<file path="config.mk">
export PLATFORM = sky130hd
export DESIGN_NAME = reg_bus_arbiter
export DESIGN_NICKNAME = d
export VERILOG_FILES = /design/src/rtl/reg_bus_arbiter.sv
export SDC_FILE = /design/constraint.sdc
export NUM_CORES = 1
export LEC_CHECK = 0
export CORE_ASPECT_RATIO = 1.25
export CORE_MARGIN = 2
export CORE_UTILIZATION = 33
export CTS_BUF_LIST = sky130_fd_sc_hd__clkbuf_8
export CTS_CLUSTER_DIAMETER = 40
export DETAILED_ROUTE_END_ITERATION = 8
export GPL_TIMING_DRIVEN = 1
export PLACE_DENSITY = 0.82
export REMOVE_ABC_BUFFERS = 1
export SYNTH_ARGS = -nofsm -noshare
export SYNTH_HDL_FRONTEND = slang
export SYNTH_SLANG_ARGS = --single-unit
</file>
<file path="constraint.sdc">
create_clock -name clk -period 1.76 [get_ports clk]
set_input_delay 0.264 -clock clk [delete_from_list [all_inputs] [get_ports clk]]
set_output_delay 0.264 -clock clk [all_outputs]
set_load 0.005 [all_outputs]
</file>
<file path="src/rtl/reg_bus_arbiter.sv">
// Arbitrates the 12-bit peripheral register bus between the lisp core (absolute priority)
// and one auxiliary requester using a req/ack handshake with a starvation timeout.
module reg_bus_arbiter #(
  parameter logic [15:0] AUX_TIMEOUT = 16'd256
) (
  input  logic        clk,
  input  logic        reset,
  input  logic [11:0] cpu_index,
  input  logic        cpu_read,
  input  logic        cpu_write,
  input  logic [15:0] cpu_write_value,
  output logic [15:0] cpu_read_value,
  input  logic        aux_req,
  input  logic        aux_write,
  input  logic [11:0] aux_index,
  input  logic [15:0] aux_write_value,
  output logic        aux_ack,
  output logic        aux_error,
  output logic [15:0] aux_read_value,
  output logic [11:0] register_index,
  output logic        register_read,
  output logic        register_write,
  output logic [15:0] register_write_value,
  input  logic [15:0] register_read_value
);

  typedef enum logic {IDLE, RESP} state_t;

  state_t      state, state_next;
  logic [15:0] wait_cnt, wait_cnt_next;
  logic        err_q, err_next;
  logic        rd_q, rd_next;
  logic        last_cpu_read;
  logic [15:0] read_hold;
  logic        cpu_cycle, aux_issue, aux_timeout, resp_live;

  always_comb begin
    cpu_cycle   = cpu_read | cpu_write;
    aux_issue   = !cpu_cycle && (state == IDLE) && aux_req;
    aux_timeout = cpu_cycle && (state == IDLE) && aux_req
                  && (wait_cnt == AUX_TIMEOUT - 16'd1);
  end

  // Bus drive: the core always wins; aux only gets an idle cycle while in IDLE.
  always_comb begin
    register_index       = '0;
    register_read        = 1'b0;
    register_write       = 1'b0;
    register_write_value = '0;
    if (cpu_cycle) begin
      register_index       = cpu_index;
      register_write       = cpu_write;
      register_read        = cpu_read & !cpu_write;
      register_write_value = cpu_write_value;
    end else if (aux_issue) begin
      register_index       = aux_index;
      register_write       = aux_write;
      register_read        = !aux_write;
      register_write_value = aux_write_value;
    end
  end

  always_comb begin
    state_next    = state;
    wait_cnt_next = wait_cnt;
    err_next      = err_q;
    rd_next       = rd_q;
    case (state)
      IDLE: begin
        if (aux_issue) begin
          state_next    = RESP;
          wait_cnt_next = '0;
          err_next      = 1'b0;
          rd_next       = !aux_write;
        end else if (aux_timeout) begin
          state_next    = RESP;
          wait_cnt_next = '0;
          err_next      = 1'b1;
          rd_next       = 1'b0;
        end else if (aux_req) begin
          wait_cnt_next = wait_cnt + 16'd1;
        end else begin
          wait_cnt_next = '0;
        end
      end
      RESP:    state_next = IDLE;
      default: state_next = IDLE;
    endcase
  end

  always_ff @(posedge clk) begin
    if (reset) begin
      state         <= IDLE;
      wait_cnt      <= '0;
      err_q         <= 1'b0;
      rd_q          <= 1'b0;
      read_hold     <= '0;
      last_cpu_read <= 1'b0;
    end else begin
      state         <= state_next;
      wait_cnt      <= wait_cnt_next;
      err_q         <= err_next;
      rd_q          <= rd_next;
      last_cpu_read <= cpu_read & !cpu_write;
      if (state == RESP)
        read_hold <= rd_q ? register_read_value : '0;
    end
  end

  // Peripheral data for an aux read arrives during the ack cycle itself, so it is
  // passed straight through then and held afterwards until the next ack.
  always_comb begin
    resp_live      = (state == RESP) && !reset;
    aux_ack        = resp_live;
    aux_error      = resp_live & err_q;
    aux_read_value = resp_live ? (rd_q ? register_read_value : '0) : read_hold;
    cpu_read_value = last_cpu_read ? register_read_value : '0;
  end

endmodule

</file>
==> qor.csv <==
stage,metric,value,unit
logic_synthesis,syn_area,2100,µm²
setup_path,worst-path-stages,7,
global_routing,grt_max_degree,24,
final_layout,fin_cells,495,
setup_path,worstPathArrival,1.57,ns
worst_hold_path,hp-class,input port to register,
final_layout,final_area,4030,µm²
floorplan,pin_count,142,
sta,fin_crit_sh,104,%
setup_path,path_class,register to output port,
global_routing,antenna_found_initial,0,
logic_synthesis,synthCells,233,
logic_synthesis,avgSynthCellArea,9.02,µm²
final_layout,postLayoutCoreUtil,65.3,%
logic_synthesis,synth_top_area_share,34.3,%
sta,fin_ws,-0.0698,ns
logic_synthesis,synth_edf_count,0,
setup_path,r2r_slack,-0.04,ns
detailed_routing,num_vias,2746,
logic_synthesis,yosysSeqAreaShare,34.3,%
setup_path,path_delay_family,buffers and inverters,
placement,globalplace.congestion,0.853,
detailed_routing,drt_iter0_markers,231,
setup_path,crit_path_start,state$_SDFF_PP0_,
floorplan,die_w,75.4,µm
floorplan,core-area,6170,µm²
setup_path,start_kind,register,
clock_network,cts.sink_count,36,
detailed_routing,route.antenna.remaining_nets,0,
logic_synthesis,synth_top_family_by_area,compound AO/OA/AOI/OAI gates,
logic_synthesis,synth_common_cells,"60 x a22o_1, 36 x dfxtp_1, 19 x and2_1, 15 x clkbuf_1, 12 x nand2_1",
pwr,ir_worst_vdd,0.257,mV
setup_path,cp_common_cell,buf_6,
logic_synthesis,yosys_warnings,0,
logic_synthesis,synth_simple_gate_area_share,22.5,%
floorplan,die_area,7020,µm²
sta,final.setup.tns,-0.625,ns
global_routing,grt.total_usage,25.4,%
final_layout,nets,488,
status,status,"complete, but fails checks",
setup_path,r2r_end,wait_cnt[5]$_SDFFE_PP0N_,
pwr,power_leakage,1.73,nW
sta,setup_viol,26,
setup_path,cp_slowest_cell,dfxtp_4,
logic_synthesis,synth_mux_area_share,0,%
setup_path,slowest_delay,0.37,ns
clock_network,clkSlewWorstSetupHoldPaths,0.07,ns
global_routing,grt_pass1_wl,13500,µm
floorplan,dieHeight,93.2,µm
job,cap_violations,0,
setup_path,reg2reg_from,wait_cnt[13]$_SDFFE_PP0N_,
setup_path,r2r_cells,6,
floorplan,rows,32,
logic_synthesis,yosys.area_share.adder,0.596,%
setup_path,endpoint_kind,output port,
logic_synthesis,yosysTopAreaCell,dfxtp_1,
status,violations,negative setup slack,
clock_network,root_buffer,clkbuf_8,
sta,tightest_slew,1.03,ns
sta,fin_crit,1.83,ns
floorplan,start_util,34.1,%
final_layout,diodes,0,
placement,dp.cells,472,
detailed_routing,viasPerCell,5.55,
sta,final_hold_viol_count,0,
clock_network,clk_latency,0.30,ns
detailed_routing,drc,0,
clock_network,h-tree-depth,2,
setup_path,cp-endpoint,register_index[4],
logic_synthesis,ys_ff_latch,36,
setup_path,crit_chain,"nand2b_4, nor2_4, buf_6, buf_12, buf_16, a22o_4, buf_6",
clock_network,ctsLongestPathBuffers,2,
logic_synthesis,synth.most_common_cell,a22o_1,
logic_synthesis,synth_compound_area_share,35.7,%
placement,dpl.hpwl,6420,µm
global_routing,grt_pass1_vias,2594,
clock_network,tritoncts,done,
sta,slew_viol_final,0,
global_routing,overflow,0,
placement,dpl_cell_area,3790,µm²
logic_synthesis,ys_async_sr_fraction,0,%
setup_path,cp_max_fo,5,
logic_synthesis,synth_flop_cell,dfxtp_1,
final_layout,layout-drive-gt1-share,33.7,%
pwr,powerDensity,479,nW/µm²
logic_synthesis,synth_xor_area_share,1.67,%
placement,io_buffers,141,
detailed_routing,drt_pass1_iterations,5,
sta,slew_headroom,30.8,%
logic_synthesis,synth_cell_type_count,45,
final_layout,area_growth,91.7,%
sta,finClkSkew,0.00947,ns
setup_path,cp.buffers_inverters,4,
sta,max_freq,0.546,GHz
sta,rsz0062_at_grt,yes,
detailed_routing,routed_wl,8770,µm
clock_network,cts_buffers,5,
logic_synthesis,synth.area.top_cells,"dfxtp_1 34%, a22o_1 25%, and2_1 5.7%, clkbuf_1 2.7%, nand2_1 2.1%",
placement,pre_cts_ws,-0.646,ns
detailed_routing,wl_per_cell,17.7,µm
setup_path,cp_data_required_time,1.50,ns
[report_power, final]
group	switching (W)	internal, W
Clock	0.000328	0.000276
Combinational	0.000180	0.000320
Sequential	0.00000810	0.000818
[cell families after synthesis]
group / count (synthesis)
DFF: 36
buffers and inverters: 23
adders and majority gates: 1
AOI/OAI and AO/OA: 92
and+or+nand+nor: 77
xor gates and xnor gates: 4
[what timing repair did]
item / 4_1_cts / 5_1_grt
hold buffers: 0 / 0
buffers inserted: 12 / 1
gates resized for setup: 210 / 26
gates cloned: 5 / 0
pin swaps: 13 / 16
endpoints found under the setup margin: 74 / 61
[stage by stage]
step	total power, W	hold slack, ns
after global placement	0.00134	0.456
after global routing	0.00199	0.478
after detailed placement	0.00134	0.454
final	0.00193	0.453
after floorplan	0.000963	0.334
after CTS	0.00192	0.405
[sequential cells by signal, indices dropped and copies added (netlist names)]
name,count
err_q,1
last_cpu_read,1
rd_q,1
read_hold,16
state,1
wait_cnt,16
[final cells by class]
class                           instances  area [µm²]
Fill cell                             522        2140
Clock buffer                            5        68.8
Sequential cell                        36         736
Tap cell                               85         106
Timing Repair Buffer                  189        1710
Multi-Input combinational cell        174        1380
Inverter                                3        11.3
Clock inverter                          3        18.8
[cells in the final DEF (no fill, tap or decap), drive strengths merged, types with 4 or more instances in the layout]
cell type / Yosys / layout
clkdlybuf4s50: 0 / 90
buf: 3 / 90
a22o: 62 / 62
dfxtp: 36 / 36
and2: 19 / 19
nand2: 12 / 12
o21ai: 9 / 9
clkbuf: 17 / 9
nand4: 7 / 7
nor2: 6 / 6
a21o: 5 / 5
dlygate4sd2: 0 / 5
o31ai: 5 / 5
nor4: 5 / 5
or4: 5 / 5
nand3: 4 / 4
nor3: 4 / 4
[how the worst min path moves through the flow]
stage | slack, ns | startpoint | end | depth (start not counted)
2_1_floorplan | 0.33 | reset | err_q$_SDFFE_PP0P_ | 1
3_3_place_gp | 0.46 | read_hold[15]$_SDFFE_PP0P_ | read_hold[15]$_SDFFE_PP0P_ | 1
3_5_place_dp | 0.45 | read_hold[8]$_SDFFE_PP0P_ | read_hold[8]$_SDFFE_PP0P_ | 1
4_1_cts | 0.40 | cpu_read | last_cpu_read$_SDFF_PP0_ | 3
5_1_grt | 0.48 | cpu_read | last_cpu_read$_SDFF_PP0_ | 3
6_report | 0.45 | cpu_read | last_cpu_read$_SDFF_PP0_ | 3
[routing by layer]
metal / track usage, % / up-vias / share of wire (%)
li1: - / 1267 / -
met1: 30.6 / 1299 / 37
met3: 5.50 / 15 / 8.6
met2: 45.1 / 165 / 53
met4: 5.41 / 0 / 1.7
met5: 0 / - / 0
[tightest hold or removal path: stages]
cell	delay, ns
dlygate4sd2_1	0.26
nand2b_1	0.14
nor2_1	0.05
(Power assumes the default switching activity.)
